$ cat src/rtl/fft_pkg.sv
// Shared constants and FSM encoding for the radix-2 DIT FFT twiddle sequencer.
package fft_pkg;

  localparam logic [31:0] FP_ONE     = 32'h3F80_0000;
  localparam logic [31:0] FP_ZERO    = 32'h0000_0000;
  localparam logic [31:0] FP_NEG_ONE = 32'hBF80_0000;
  localparam int          LOG2N_MAX  = 10;

  typedef enum logic [1:0] {
    ST_IDLE  = 2'd0,
    ST_RUN   = 2'd1,
    ST_DRAIN = 2'd2
  } state_e;

endpackage

$ cat src/rtl/fft_twiddle_rom.sv
// Twiddle ROM: W^t = cos(2*pi*t/N) - j*sin(2*pi*t/N) as IEEE-754 single pairs,
// tabulated at elaboration for t = 0..N/2-1 using Q60 fixed-point series.
module fft_twiddle_rom
  import fft_pkg::*;
#(
  parameter int LOG2N = 3
) (
  input  logic [LOG2N-2:0] t,
  output logic [31:0]      tw_real,
  output logic [31:0]      tw_im
);

  localparam int HALF_N  = 1 << (LOG2N - 1);
  localparam int QUART_N = 1 << (LOG2N - 2);
  localparam int FRAC    = 60;

  typedef logic signed [127:0] q_t;

  localparam q_t ONE_Q = q_t'(128'sd1) <<< FRAC;
  localparam q_t PI_Q  = q_t'(64'h3243_F6A8_885A_308D);

  function automatic q_t qmul(input q_t a, input q_t b);
    q_t p;
    p = a * b;
    return p >>> FRAC;
  endfunction

  // Maclaurin series; arguments never exceed pi/2, so 14 terms are far below float32 precision.
  function automatic q_t taylor(input q_t x, input logic odd);
    q_t x2, term, sum;
    x2   = qmul(x, x);
    term = odd ? x : ONE_Q;
    sum  = term;
    for (int n = 1; n < 14; n++) begin
      if (odd) term = -(qmul(term, x2) / q_t'((2 * n) * (2 * n + 1)));
      else     term = -(qmul(term, x2) / q_t'((2 * n - 1) * (2 * n)));
      sum = sum + term;
    end
    return sum;
  endfunction

  function automatic logic [31:0] to_fp32(input q_t v);
    logic sgn;
    q_t   m, mant, rem, half;
    int   p, sh, e;
    sgn = (v < q_t'(128'sd0));
    m   = sgn ? -v : v;
    if (m == q_t'(128'sd0)) return 32'h0000_0000;
    p = 0;
    for (int i = 0; i < 127; i++) begin
      if (m[i]) p = i;
    end
    sh   = p - 23;
    mant = m >>> sh;
    rem  = m - (mant <<< sh);
    half = q_t'(128'sd1) <<< (sh - 1);
    if ((rem > half) || ((rem == half) && mant[0])) mant = mant + q_t'(128'sd1);
    e = p - FRAC + 127;
    if (mant[24]) begin
      mant = mant >>> 1;
      e    = e + 1;
    end
    return {sgn, e[7:0], mant[22:0]};
  endfunction

  // Second-quadrant entries reuse the first-quadrant series via a pi/2 rotation.
  function automatic logic [HALF_N*64-1:0] build_table();
    logic [HALF_N*64-1:0] tbl;
    q_t th, c, s;
    int u;
    tbl = '0;
    for (int i = 0; i < HALF_N; i++) begin
      if (i == 0) begin
        tbl[i*64 +: 64] = {FP_ONE, FP_ZERO};
      end else if (i == QUART_N) begin
        tbl[i*64 +: 64] = {FP_ZERO, FP_NEG_ONE};
      end else begin
        u  = (i < QUART_N) ? i : i - QUART_N;
        th = (PI_Q * q_t'(u)) >>> (LOG2N - 1);
        c  = taylor(th, 1'b0);
        s  = taylor(th, 1'b1);
        if (i < QUART_N) tbl[i*64 +: 64] = {to_fp32(c), to_fp32(-s)};
        else             tbl[i*64 +: 64] = {to_fp32(-s), to_fp32(-c)};
      end
    end
    return tbl;
  endfunction

  localparam logic [HALF_N*64-1:0] TABLE = build_table();

  // Combinational lookup of the selected entry.
  always_comb begin
    {tw_real, tw_im} = TABLE[int'(t) * 64 +: 64];
  end

endmodule

$ cat src/rtl/fft_twiddle_sequencer.sv
// Walks every stage/butterfly of a radix-2 DIT FFT and emits registered address pairs
// plus float32 twiddles under valid/ready flow control.
module fft_twiddle_sequencer
  import fft_pkg::*;
#(
  parameter int LOG2N = 3
) (
  input  logic             clk,
  input  logic             rst,
  input  logic             start,
  output logic             busy,
  output logic             out_valid,
  input  logic             out_ready,
  output logic [LOG2N-1:0] addr_top,
  output logic [LOG2N-1:0] addr_bot,
  output logic [31:0]      tw_real,
  output logic [31:0]      tw_im,
  output logic [3:0]       stage,
  output logic             stage_last,
  output logic             done
);

  localparam int            KW     = LOG2N - 1;
  localparam logic [KW-1:0] K_LAST = {KW{1'b1}};
  localparam logic [3:0]    S_LAST = 4'(LOG2N - 1);

  state_e           state_q, state_d;
  logic [3:0]       s_q, s_d;
  logic [KW-1:0]    k_q, k_d;
  logic             busy_q, busy_d, valid_q, valid_d, done_q, done_d, last_q, last_d;
  logic [LOG2N-1:0] top_q, top_d, bot_q, bot_d;
  logic [31:0]      re_q, re_d, im_q, im_d;
  logic [3:0]       stage_q, stage_d;

  logic [LOG2N-1:0] k_ext, h, low, top, bot;
  logic [KW-1:0]    tw_idx;
  logic [31:0]      rom_re, rom_im;

  // Butterfly index math for the current (s, k).
  always_comb begin
    k_ext  = LOG2N'(k_q);
    h      = LOG2N'(1) << s_q;
    low    = k_ext & (h - LOG2N'(1));
    top    = ((k_ext >> s_q) << (s_q + 4'd1)) | low;
    bot    = top + h;
    tw_idx = KW'(low << (S_LAST - s_q));
  end

  fft_twiddle_rom #(.LOG2N(LOG2N)) u_rom (
    .t       (tw_idx),
    .tw_real (rom_re),
    .tw_im   (rom_im)
  );

  // Next-state logic: counters advance only when the descriptor register loads.
  always_comb begin
    state_d = state_q;
    s_d     = s_q;
    k_d     = k_q;
    busy_d  = busy_q;
    valid_d = valid_q;
    done_d  = 1'b0;
    last_d  = last_q;
    top_d   = top_q;
    bot_d   = bot_q;
    re_d    = re_q;
    im_d    = im_q;
    stage_d = stage_q;
    case (state_q)
      ST_IDLE: begin
        if (start) begin
          state_d = ST_RUN;
          busy_d  = 1'b1;
          s_d     = 4'd0;
          k_d     = '0;
        end else begin
          state_d = ST_IDLE;
        end
      end
      ST_RUN: begin
        if (!valid_q || out_ready) begin
          valid_d = 1'b1;
          top_d   = top;
          bot_d   = bot;
          re_d    = rom_re;
          im_d    = rom_im;
          stage_d = s_q;
          last_d  = (k_q == K_LAST);
          if (k_q == K_LAST) begin
            k_d = '0;
            if (s_q == S_LAST) state_d = ST_DRAIN;
            else               s_d     = s_q + 4'd1;
          end else begin
            k_d = k_q + KW'(1);
          end
        end else begin
          state_d = ST_RUN;
        end
      end
      ST_DRAIN: begin
        if (out_ready) begin
          state_d = ST_IDLE;
          valid_d = 1'b0;
          busy_d  = 1'b0;
          done_d  = 1'b1;
        end else begin
          state_d = ST_DRAIN;
        end
      end
      default: begin
        state_d = ST_IDLE;
      end
    endcase
  end

  // State and output registers with synchronous reset.
  always_ff @(posedge clk) begin
    if (rst) begin
      state_q <= ST_IDLE;
      s_q     <= 4'd0;
      k_q     <= '0;
      busy_q  <= 1'b0;
      valid_q <= 1'b0;
      done_q  <= 1'b0;
      last_q  <= 1'b0;
      top_q   <= '0;
      bot_q   <= '0;
      re_q    <= 32'h0000_0000;
      im_q    <= 32'h0000_0000;
      stage_q <= 4'd0;
    end else begin
      state_q <= state_d;
      s_q     <= s_d;
      k_q     <= k_d;
      busy_q  <= busy_d;
      valid_q <= valid_d;
      done_q  <= done_d;
      last_q  <= last_d;
      top_q   <= top_d;
      bot_q   <= bot_d;
      re_q    <= re_d;
      im_q    <= im_d;
      stage_q <= stage_d;
    end
  end

  assign busy       = busy_q;
  assign out_valid  = valid_q;
  assign done       = done_q;
  assign stage_last = last_q;
  assign addr_top   = top_q;
  assign addr_bot   = bot_q;
  assign tw_real    = re_q;
  assign tw_im      = im_q;
  assign stage      = stage_q;

endmodule

$ cat config.mk
export PLATFORM = sky130hd
export DESIGN_NAME = fft_twiddle_sequencer
export DESIGN_NICKNAME = d
export VERILOG_FILES = /design/src/rtl/fft_pkg.sv /design/src/rtl/fft_twiddle_rom.sv /design/src/rtl/fft_twiddle_sequencer.sv
export SDC_FILE = /design/constraint.sdc
export NUM_CORES = 1
export LEC_CHECK = 0
export BUFFER_PORTS_ARGS = -buffer_cell sky130_fd_sc_hd__buf_4
export CAP_MARGIN = 30
export CORE_ASPECT_RATIO = 2
export CORE_MARGIN = 2
export CORE_UTILIZATION = 25
export CTS_CLUSTER_SIZE = 30
export DETAILED_ROUTE_END_ITERATION = 7
export PLACE_DENSITY = 0.42
export SYNTH_ARGS = -nofsm -noshare
export SYNTH_HDL_FRONTEND = slang
export SYNTH_HIERARCHICAL = 1
export SYNTH_SLANG_ARGS = --single-unit
$ cat constraint.sdc
create_clock -name clk -period 2.7 [get_ports clk]
set_input_delay 0.54 -clock clk [delete_from_list [all_inputs] [get_ports clk]]
set_output_delay 0.54 -clock clk [all_outputs]
set_load 0.02 [all_outputs]
After elaboration in Yosys (flattened, before gate mapping)
Index checks and enable logic that the tools add are counted.
{ "classes": {"n_addsub": 5, "n_lt_le_gt_ge": 0, "mux": 21, "n_div": 0, "n_bitwise": 3, "n_shift": 5, "n_eq_ne": 11, "reduce_logical": 13, "mul": 0} }
{ "ops": {"columns": ["cell", "count"], "rows": [
  ["indexed part select 256 x 9 -> 64 bit (first input constant)", 1],
  ["2-to-1 mux 4 bit", 4],
  ["2-to-1 mux 2 bit", 7],
  ["!= test 2 bit (second input constant)", 5],
  ["AND reduction 3 bit", 3],
  ["case mux 4 bit (2 select lines)", 1],
  ["!= test 3 bit (second input constant)", 2],
  ["case mux 2 bit (3 select lines)", 1],
  ["nonzero test 2 bit", 3],
  ["2-to-1 mux 1 bit", 5],
  ["AND reduction 5 bit", 1],
  ["adder 4 x 1 -> 4 bit (second input constant)", 1],
  ["equality test 2 bit (second input constant)", 2],
  ["equality test 4 x 2 -> 1 bit (second input constant)", 1],
  ["case mux 1 bit (2 select lines)", 2],
  ["case mux 2 bit (2 select lines)", 1],
  ["AND reduction 2 bit", 2],
  ["left shift 1 x 4 -> 3 bit (first input constant)", 1],
  ["left shift 3 x 4 -> 2 bit", 1],
  ["left shift 3 x 4 -> 3 bit", 1],
  [">> shifter 2 x 4 -> 3 bit", 1],
  ["subtractor 2 x 4 -> 4 bit (first input constant)", 1],
  ["adder 3 bit", 1],
  ["AND 2 x 3 -> 3 bit", 1],
  ["9 further kinds", 9]
]} }
{ "word_totals": {"output_inout_bits": 78, "latch_bits": 0, "rom_bits": 0, "wordCells": 70, "memories": 0, "mem_bits_rw": 0, "input_bits": 4, "register_bits": 86} }

Logic depth before layout (Yosys ltp)
Gate-level depths: netlist of run 1.
{ "depth": {"ltp_word": 5, "ltp_mapped": 11, "ltp_nobuf": 10} }

Cells and area by module
Netlist of run 1, hierarchy kept.
{ "modules_own_cells": {"columns": ["module", "seq_area_each_um2", "cells_each", "area_each_um2", "instances"], "rows": [
  ["fft_twiddle_sequencer", 1721.7, 414, 3369.5, 1],
  ["fft_twiddle_rom", 0.0, 65, 479.2, 1]
]} }

Least setup slack after synthesis of run 1
Ideal clock, no wire load.
{ "synth_path": {"kind": "register to register", "start": "reg s_q[1]", "end": "reg im_q[31], in the netlist tw_im[31]", "n_path_buf": 1, "period_less_slack_ns": 2.497, "required_time_ns": 2.630, "path_stages_with_launch": 9, "setup_slack_ns": 0.203, "setup_time_ns": 0.070, "t_arrival_ns": 2.426, "path_cell_list": "dfxtp_1 > ha_1 > or4_1 > a21oi_1 > and4_1 > or2_1 > buf_4 > nand2_1 > a21oi_1"} }
{ "synth_between": {"elab_chain_len": 5, "word_cells_on_any_way": 6, "cone_classes": "2 x add/sub; 3 x shift; 1 x bitwise"} }
{ "synth_lines": {"columns": ["item", "line", "text"], "rows": [
  ["start, declared", "fft_twiddle_sequencer.sv:28", "logic [3:0] s_q, s_d;"],
  ["start signal, assigned", "fft_twiddle_sequencer.sv:120", "s_q <= 4'd0;"],
  ["start signal, assigned", "fft_twiddle_sequencer.sv:133", "s_q <= s_d;"],
  ["left shift 1 x 4 -> 3 bit", "fft_twiddle_sequencer.sv:42", "h = LOG2N'(1) << s_q;"],
  ["subtractor 3 x 1 -> 3 bit", "fft_twiddle_sequencer.sv:43", "low = k_ext & (h - LOG2N'(1));"],
  ["AND 2 x 3 -> 3 bit", "fft_twiddle_sequencer.sv:43", null],
  ["left shift 3 x 4 -> 2 bit (*)", "fft_twiddle_sequencer.sv:46", "tw_idx = KW'(low << (S_LAST - s_q));"],
  ["net tw_idx[0]", "fft_twiddle_sequencer.sv:36", "logic [KW-1:0] tw_idx;"],
  ["indexed part select 256 x 9 -> 64 bit (*)", "fft_twiddle_rom.sv:93", "{tw_real, tw_im} = TABLE[int'(t) * 64 +: 64];"],
  ["net rom_im[31]", "fft_twiddle_sequencer.sv:37", "logic [31:0] rom_re, rom_im;"],
  ["end signal, assigned", "fft_twiddle_sequencer.sv:142", "im_q <= im_d;"],
  ["end, declared", "fft_twiddle_sequencer.sv:32", "logic [31:0] re_q, re_d, im_q, im_d;"]
]} }
The timed path passes the listed nets; every way through them passes the cells marked *.
A chain may end at the register's enable or synchronous reset.

Worst setup path in the final report of run 1
{ "layout_path": {"start": "reg s_q[0]", "end": "reg bot_q[2], in the netlist addr_bot[2]"} }
{ "layout_between": {"elab_chain_len": 5, "word_cells_on_any_way": 8, "cone_classes": "3 x add/sub; 3 x shift; 2 x bitwise"} }
{ "layout_lines": {"columns": ["item", "line", "text"], "rows": [
  ["parallel branches: the longest is 4 deep, another holds adder 4 x 1 -> 4 bit", null, null],
  ["adder 3 bit (*)", "fft_twiddle_sequencer.sv:45", "bot = top + h;"],
  ["end signal, assigned", "fft_twiddle_sequencer.sv:140", "bot_q <= bot_d;"],
  ["end, declared", "fft_twiddle_sequencer.sv:31", "logic [LOG2N-1:0] top_q, top_d, bot_q, bot_d;"]
]} }
Every way passes the cells marked *.

==> results of run 1 <==
-- synth_stat cells (all sizes together) (2+ instances only) --
cell type  instances  area share (%)
a211oi             4            0.78
or3                3            0.49
a21oi             81              11
a21boi             2            0.39
nand2b             3            0.49
inv                4            0.39
clkbuf            16             1.6
or4                3            0.59
nor2              12             1.2
nand3              4            0.52
dfxtp             86              45
nor3b              3            0.59
a22oi              2            0.39
nor4b              2            0.62
nor2b              2            0.33
or2                3            0.49
ha                 4             1.3
buf               73              15
nor3               3            0.39
a31oi              3            0.49
o21ai              3            0.39
xor2               2            0.46
nand2            146              14
and2b              2            0.42
-- metal layers --
layer | track usage, % | vias up | part of all wire, %
met5 | 0 | - | 0
met4 | 4.657 | 0 | 1.7
met3 | 2.682 | 9 | 3.9
met2 | 20.94 | 57 | 52
met1 | 13.31 | 1384 | 42
li1 | - | 1560 | -
-- worst max-delay path, cell delays in order, from the launching register on --
cell      delay [ns]
dfxtp_1         0.40
inv_1           0.12
ha_1            0.38
nor4bb_1        0.34
a22oi_1         0.16
fa_1            0.43
xor2_1          0.18
xnor2_1         0.13
a211oi_1        0.21
-- path summary, 6_finish.rpt --
check        cells after the start           to  slack (ns)
max                              8  addr_bot[2]        0.26
min                              2   tw_real[3]        0.45
max reg2reg                      8  addr_bot[2]        0.26
min reg2reg                      2   tw_real[3]        0.45
-- final cells by class --
class / count / area [µm²]
fillers: 1715 / 10660
flip-flops and latches: 86 / 1722
multi-input cells: 325 / 1574
repair buffers: 89 / 693.2
clock buffers: 13 / 260.3
well taps: 198 / 247.7
clock inverters: 3 / 42.54
inverters: 4 / 15.01
-- stage by stage --
| step | setup WS, ns | hold slack (ns) |
|---|---|---|
| floorplan | 0.2031 | 0.5210 |
| global placement | 0.3481 | 0.4445 |
| detailed placement | 0.2481 | 0.4474 |
| CTS | 0.2409 | 0.4561 |
| global route | 0.007645 | 0.4811 |
| finish | 0.2627 | 0.4543 |
-- state kept, by name, indices dropped and copies added, names as in the netlist --
| name | cells |
|---|---|
| state_q | 2 |
| busy | 1 |
| tw_real | 32 |
| out_valid | 1 |
| k_q | 2 |
| s_q | 4 |
| addr_bot | 3 |
| stage_last | 1 |
| stage | 4 |
| done | 1 |
| addr_top | 3 |
| tw_im | 32 |
-- cells by family (layout without fill, tap and decap cells) --
group                      count (synthesis)  count (layout)  share of synthesized area, %
xor gates and xnor gates                   3               3                        0.6828
adders and majority gates                  5               5                         1.821
buffers and inverters                     93             109                         17.00
other                                      1              26                       0.09744
AOI/OAI and AO/OA                         99              99                         13.82
and+or+nand+nor                          192             192                         21.85
DFF                                       86              86                         44.73
-- power by group through the flow --
stage	clock network [mW]	registers [mW]	logic, mW
finish	1.26	1.34	0.277
CTS	1.32	1.34	0.284
floorplan	0	1.41	0.170
global route	1.37	1.34	0.311
global placement	0	1.36	0.281
detailed placement	0	1.37	0.283
-- cells in the final DEF, fill, tap and decap left out, types with 3 or more instances in the layout --
master / count
dfxtp_1: 86
ha_1: 4
nand2_1: 146
a211oi_1: 4
nor2_1: 11
buf_4: 87
nor3b_1: 3
conb_1: 26
a21oi_1: 81
nand3_1: 4
or4_1: 3
a31oi_1: 3
nor3_1: 3
clkbuf_16: 9
or3_1: 3
inv_1: 4
==> results.yml, run 1 <==
power:
  vdd.ir_drop.worst_mv: 0.2920
  power.density_nw_per_um2: 630.1
  swShare_pct: 24.26
  internal-power_mw: 2.173
  p_clk_share_pct: 43.8
  p_leak_nw: 1.814
  combPwrFrac_pct: 9.7
  power_mw: 2.870
  netSwitchingPower_mw: 0.6963
  p_seq_share_pct: 46.6
floorplan:
  die_w_um: 91.74
  top_level_ports: 82
  die-area_um2: 16460
  core_area_um2: 15210
  fp.dieH_um: 179.5
  start_util_pct: 25.30
  rows: 64
grt:
  grt_use_total_pct: 11.74
  antenna_found_initial: 0
  grt_start_max_net_pins: 87
  grt_pass1_wl_um: 15520
  grt_pass1_vias: 3038
  grt_overflow_total: 0
route:
  num_vias: 3010
  routedWlPerCell_um: 12.55
  drtIter0Drc: 157
  drc: 0
  firstDrtPassIters: 4
  final_antenna_net_count: 0
  routed_wl_um: 9009
  routed_via_density: 4.192
clock_tree:
  insertion_delay_ns: 0.34
  cts-hold-fix-buffers: 0
  cts_tree: "done"
  clk_pin_slew_ns: 0.06
  root_buffer: "clkbuf_16"
  htree_levels: 3
  clockBufferDepth: 2
  cts_made_buffers: 9
  cts_resized: 0
  cts.sinks: 86
  cts_setup_buffers: 0
synth:
  syn-mean-instance-area_um2: 8.035
  async_flop_share_pct: 0
  yosysWarnings: 6
  ys_ff_latch: 86
  syn_inst: 479
  synth-edff-count: 0
  yosysUniqueCellTypes: 44
  yosysSeqAreaShare_pct: 44.73
  syn_area_um2: 3849
  synth_ff_type: "dfxtp_1"
setup_path:
  critical_path.max_fanout: 5
  startpoint: "s_q[0]"
  required_ns: 2.94
  critical_path_class: "flop to flop"
  rr_startpoint: "s_q[0]"
  critPathCaptureType: "flop"
  arrival_ns: 2.68
  crit_path_start_kind: "flop"
job:
  drv_cap: 0
layout:
  final_nets: 524
  fin_cells: 718
  antenna_cells: 0
  area_growth_pct: 18.34
  drive_gt1_share_pct: 21.15
  fin_area_um2: 4554
  post-route-util_pct: 29.93
placed_design:
  place_area_um2: 4252
  numPortBuffers: 81
  dp_cells: 702
  dp_hpwl_um: 6016
  routabilityCongestion: 0.7493
min_path:
  hp-class: "flop to flop"
  min_from: "tw_real[3]"
sta:
  worst_slew_pin_slew_ns: 0.9143
  setup_viol: 0
  fmax_mhz: 410.3
  rsz0062_at_grt: "false"
  final.setup.tns_ns: 0
  hold_viol: 0
  fin_crit_ns: 2.437
  skew_ns: 0.008402
  finalMaxSlewViolations: 0
  finalCritPeriodShare_pct: 90.27
  relSlewSlack_pct: 39.05
outcome:
  status: "finished clean"
(Power assumes the default switching activity.)
==> run 2: changes to the inputs <==
==> constraint.sdc (replaced) <==
create_clock -name clk -period 2.7 [get_ports clk]
set_input_delay 0.27 -clock clk [delete_from_list [all_inputs] [get_ports clk]]
set_output_delay 0.27 -clock clk [all_outputs]
set_load 0.02 [all_outputs]
==> run 2 against run 1 <==
  * Worst setup slack got worse by 0.039 ns
  * Non-clock buffer count increased by 2
  * Sequential share of layout area about the same
  * Sequential power about the same
  * Combinational power about the same
  * Clock skew about the same
  * Clock power decreased by 6%
  * Count of clock-buffer cells in the layout decreased by 2
  * Critical path depth decreased by 1
  * Sequential cell count unchanged
  * Core utilization unchanged
  * Largest power group unchanged
==> results.yml, run 2 (synthesis results as in run 1) <==
setup_path:
  required_ns: 2.96
  arrival_ns: 2.74
  critical_path.max_fanout: 11
  critical_path_class: "flop to flop"
  critPathCaptureType: "flop"
  crit_path_start_kind: "flop"
placed_design:
  dp_cells: 704
  numPortBuffers: 81
  routabilityCongestion: 0.7832
  dp_hpwl_um: 5977
  place_area_um2: 4267
layout:
  area_growth_pct: 18.34
  antenna_cells: 0
  drive_gt1_share_pct: 22.03
  fin_cells: 720
  final_common_cell: "nand2_1"
  layout_common_cells: "146 x nand2_1, 89 x buf_4, 85 x dfxtp_1"
  fin_area_um2: 4554
  final_nets: 526
power:
  power_mw: 2.799
  vdd.ir_drop.worst_mv: 0.2608
  p_leak_nw: 1.816
  power.density_nw_per_um2: 614.6
sta:
  skew_ns: 0.008469
  finalMaxSlewViolations: 0
  relSlewSlack_pct: 38.59
  hold_viol: 0
  finalCritPeriodShare_pct: 91.71
  rsz0062_at_grt: "false"
  setup_viol: 0
  worst_slew_pin_slew_ns: 0.9211
  fin_crit_ns: 2.476
  fmax_mhz: 403.8
  final.setup.tns_ns: 0
floorplan:
  rows: 64
  core_area_um2: 15210
  top_level_ports: 82
  die-area_um2: 16460
  die_w_um: 91.74
  start_util_pct: 25.30
  fp.dieH_um: 179.5
clock_tree:
  cts_made_buffers: 9
  cts_setup_buffers: 0
  cts.sinks: 86
  cts_tree: "done"
  htree_levels: 3
  clk_pin_slew_ns: 0.06
  insertion_delay_ns: 0.34
  clockBufferDepth: 2
  root_buffer: "clkbuf_16"
grt:
  grt_use_total_pct: 11.64
  antenna_found_initial: 0
  grt_overflow_total: 0
  grt_pass1_wl_um: 15210
  grt_pass1_vias: 2904
  grt_start_max_net_pins: 87
route:
  num_vias: 3039
  final_antenna_net_count: 0
  routed_wl_um: 9123
  routedWlPerCell_um: 12.67
  drc: 0
  firstDrtPassIters: 4
  drtIter0Drc: 153
  routed_via_density: 4.221
job:
  drv_cap: 0
min_path:
  hp-class: "input pin to flop"
outcome:
  status: "finished clean"
==> run 2: layer usage <==
layer	vias to the layer above	global-route usage [%]	share of wire [%]
met5	-	0	0
met4	0	6.209	3.0
met3	15	2.431	4.5
met2	73	20.44	52
met1	1392	12.93	41
li1	1559	-	-
==> run 2: final timing paths <==
| check | slack (ns) | end | from | depth (start not counted) |
|---|---|---|---|---|
| worst max register to register | 0.22 | tw_im[31] | s_q[1] | 7 |
| worst min register to register | 0.45 | tw_real[11] | tw_real[11] | 2 |
| worst max-delay path | 0.22 | tw_im[31] | s_q[1] | 7 |
| worst min-delay path | 0.23 | done | out_ready | 3 |
==> run 2: worst max-delay path, stage by stage, from the launching register on <==
cell and delay [ns]:
dfxtp_1 0.41, ha_1 0.29, or4_1 0.52, a21oi_1 0.20, and4_1 0.42, or2_1 0.33, nand2_1 0.10, a21oi_1 0.13
==> run 2: through the flow <==
stage	util [%]	setup slack, ns	hold slack [ns]
floorplan	-	0.2031	0.4244
global placement	28.04	0.3235	0.4436
detailed placement	28.04	0.1734	0.4477
CTS	29.93	0.1621	0.2161
global route	29.93	0.04060	0.2237
finish	29.93	0.2237	0.2347
==> run 2: cell type report <==
class / instances / area, µm²
timing repair buffer: 91 / 708.2
inverter: 4 / 15.01
clock buffer: 11 / 252.7
tap: 198 / 247.7
multi-input combinational: 325 / 1574
sequential: 86 / 1723
clock inverter: 5 / 33.78
fill: 1666 / 10660
==> run 2: what timing repair did <==
action                                  CTS  global route
hold buffers                              0             0
endpoints found under the setup margin    0             1
gates resized for setup                   0             1
==> run 2: power breakdown <==
part           leakage, nW  internal (mW)  switching (mW)
registers            0.700           1.31          0.0265
logic                0.978         0.0985           0.181
clock network        0.138          0.672           0.511
total                 1.82           2.08           0.719
==> run 3: changes to the inputs <==
Settings changed: GPL_ROUTABILITY_DRIVEN set to 1, PLACE_DENSITY 0.42 to 0.48, SYNTH_HIERARCHICAL 1 to unset.
==> run 3 against run 2 <==
  * Die area fell by 51%
  * Synthesized cell count fell by 54%
  * Power fell by 62%
  * Global-route usage fell by 2.4 points
  * Worst hold slack improved by 0.068 ns
  * Critical endpoint is now addr_bot[2]
==> results.yml, run 3 <==
layout:
  post-route-util_pct: 28.69
  layout_common_cells: "57 x buf_4, 28 x dfxtp_1, 26 x conb_1"
  regArea_um2: 560.5
  final_nets: 247
  fin_cells: 329
  drive_gt1_share_pct: 29.11
  area_growth_pct: 12.63
  final_common_cell: "buf_4"
  fin_area_um2: 2053
  antenna_cells: 0
  multiInputGateArea_um2: 838.3
  fillers: 803
grt:
  grt_pass1_vias: 1270
  grt_overflow_total: 0
  grt_pass1_wl_um: 6051
  grt_start_max_net_pins: 26
  grt_use_total_pct: 9.256
  antenna_found_initial: 0
setup_path:
  required_ns: 2.89
  critical_path.most_common_cell: "inv_1"
  reg2reg_depth: 8
  cpMaxStageDelayCell: "ha_1"
  rrSetupSlack_ns: 0.23
  critPathCaptureType: "flop"
  cp_cell_sequence: "inv_1 -> ha_1 -> inv_1 -> nor4_1 -> a21oi_1 -> fa_1 -> or3_1 -> a31oi_1"
  critical_path.max_fanout: 9
  critical_path_class: "flop to flop"
  timing.rr.end: "addr_bot[2]"
  max_stage_delay_ns: 0.49
  arrival_ns: 2.67
  rr_startpoint: "s_q[0]"
  startpoint: "s_q[0]"
  crit_path_start_kind: "flop"
floorplan:
  fp.dieH_um: 124.8
  die-area_um2: 8032
  core_area_um2: 7157
  top_level_ports: 82
  start_util_pct: 25.47
  rows: 44
  die_w_um: 64.38
power:
  netSwitchingPower_mw: 0.3220
  p_seq_share_pct: 42.4
  vdd.ir_drop.worst_mv: 0.2806
  p_clk_share_pct: 35.0
  power.density_nw_per_um2: 516.6
  combPwrFrac_pct: 22.5
  swShare_pct: 30.36
  internal-power_mw: 0.7386
  p_leak_nw: 0.8872
sta:
  setup_ws_ns: 0.2283
  relSlewSlack_pct: 53.27
  setup_viol: 0
  skew_ns: 0.002316
  fin_crit_ns: 2.472
  rsz0062_at_grt: "false"
  final.setup.tns_ns: 0
  fmax_mhz: 404.6
  finalMaxSlewViolations: 0
  finalCritPeriodShare_pct: 91.55
  hold_viol: 0
  worst_slew_pin_slew_ns: 0.6833
synth:
  ys_ff_latch: 28
  yosysSeqAreaShare_pct: 30.75
  yosysMostFrequentCell: "buf_4"
  synth_area_leaders: "dfxtp_1 31%, buf_4 24%, a21oi_1 4.7%"
  synth-edff-count: 0
  syn_area_um2: 1823
  async_flop_share_pct: 0
  syn_inst: 220
  yosysWarnings: 0
  synth_top_area_share_pct: 30.75
  synth_ff_type: "dfxtp_1"
  synth_common_cells: "58 x buf_4, 28 x dfxtp_1, 17 x a21oi_1"
  syn-mean-instance-area_um2: 8.286
  synth_area_leader_cell: "dfxtp_1"
  yosysUniqueCellTypes: 47
route:
  routed_via_density: 4.167
  firstDrtPassIters: 4
  wl_met2_um: 1907
  wl_met1_um: 1655
  highest_layer: "met4"
  drtIter0Drc: 37
  routed_wl_um: 3799
  drc: 0
  routedWlPerCell_um: 11.55
  final_antenna_net_count: 0
  num_vias: 1371
  wl_met3_um: 179
clock_tree:
  cts_setup_buffers: 0
  clk_pin_slew_ns: 0.07
  insertion_delay_ns: 0.26
  cts_resized: 0
  htree_levels: 1
  cts.sinks: 28
  cts-hold-fix-buffers: 0
  clockBufferDepth: 2
  cts_made_buffers: 3
  root_buffer: "clkbuf_16"
  cts_tree: "done"
placed_design:
  numPortBuffers: 55
  routabilityCongestion: 0.8049
  pre_cts_slack_ns: 0.2621
  place_area_um2: 1964
  dp_hpwl_um: 2777
  dp_cells: 325
job:
  drv_cap: 0
min_path:
  min_from: "out_ready"
  holdPathEnd: "done"
  hp-class: "input pin to flop"
  hold_path_depth: 3
outcome:
  status: "finished clean"
run 3: cell count changes in the layout (fill, tap and decap cells not counted), sizes merged, moves of 3 or more:
cell    delta
or4        -3
clkbuf     -7
nor2       +5
o211ai     +3
a21oi     -64
nand2    -130
buf       -34
clkinv     -3
dfxtp     -58
run 3: power by group through the flow:
stage | registers [mW] | logic (mW) | clock network (mW)
5_1_grt | 0.454 | 0.256 | 0.396
2_1_floorplan | 0.471 | 0.211 | 0
3_5_place_dp | 0.460 | 0.241 | 0
6_report | 0.450 | 0.239 | 0.372
3_3_place_gp | 0.459 | 0.241 | 0
4_1_cts | 0.451 | 0.241 | 0.382
run 3: cell families after synthesis:
logic type	share of synthesized area (%)
AOI/OAI and AO/OA	18.19
and+or+nand+nor	18.12
xor gates and xnor gates	0.4805
adders and majority gates	3.844
other	0.2057
DFF	30.75
buffers and inverters	28.41
run 3: through the flow:
| stage | total power [mW] | hold slack (ns) |
|---|---|---|
| global route | 1.106 | 0.3121 |
| global placement | 0.6992 | 0.4460 |
| detailed placement | 0.7007 | 0.4525 |
| floorplan | 0.6829 | 0.4244 |
| finish | 1.061 | 0.3028 |
| CTS | 1.074 | 0.2992 |
run 3: critical path, delay by kind of cell, from the launching register on:
| family | cells | cell delay (ns) |
|---|---|---|
| buf+inv | 2 | 0.19 |
| compound gates | 2 | 0.26 |
| fa+ha+maj | 2 | 0.91 |
| simple gates | 2 | 0.64 |
| flops | 1 | 0.40 |
run 3: worst max-delay path by stage:
stage	cells after the start	to	slack, ns
after global routing	8	addr_bot[2]	0.04
after floorplan	10	addr_bot[2]	0.05
after CTS	8	addr_bot[2]	0.27
after detailed placement	8	addr_bot[2]	0.26
after global placement	9	addr_bot[2]	0.32
final	8	addr_bot[2]	0.23
run 3: per-layer routing:
layer / track usage [%] / vias up
met5: 0 / -
met4: 3.504 / 0
met3: 1.716 / 5
met2: 15.56 / 40
met1: 11.48 / 622
li1: - / 704
run 3: cell type report:
| class | instances | area share, % |
|---|---|---|
| Clock buffer | 4 | 4.327 |
| Inverter | 6 | 1.097 |
| Multi-Input combinational cell | 142 | 40.83 |
| Sequential cell | 28 | 27.30 |
| Tap cell | 92 | 5.606 |
| Timing Repair Buffer | 57 | 20.84 |
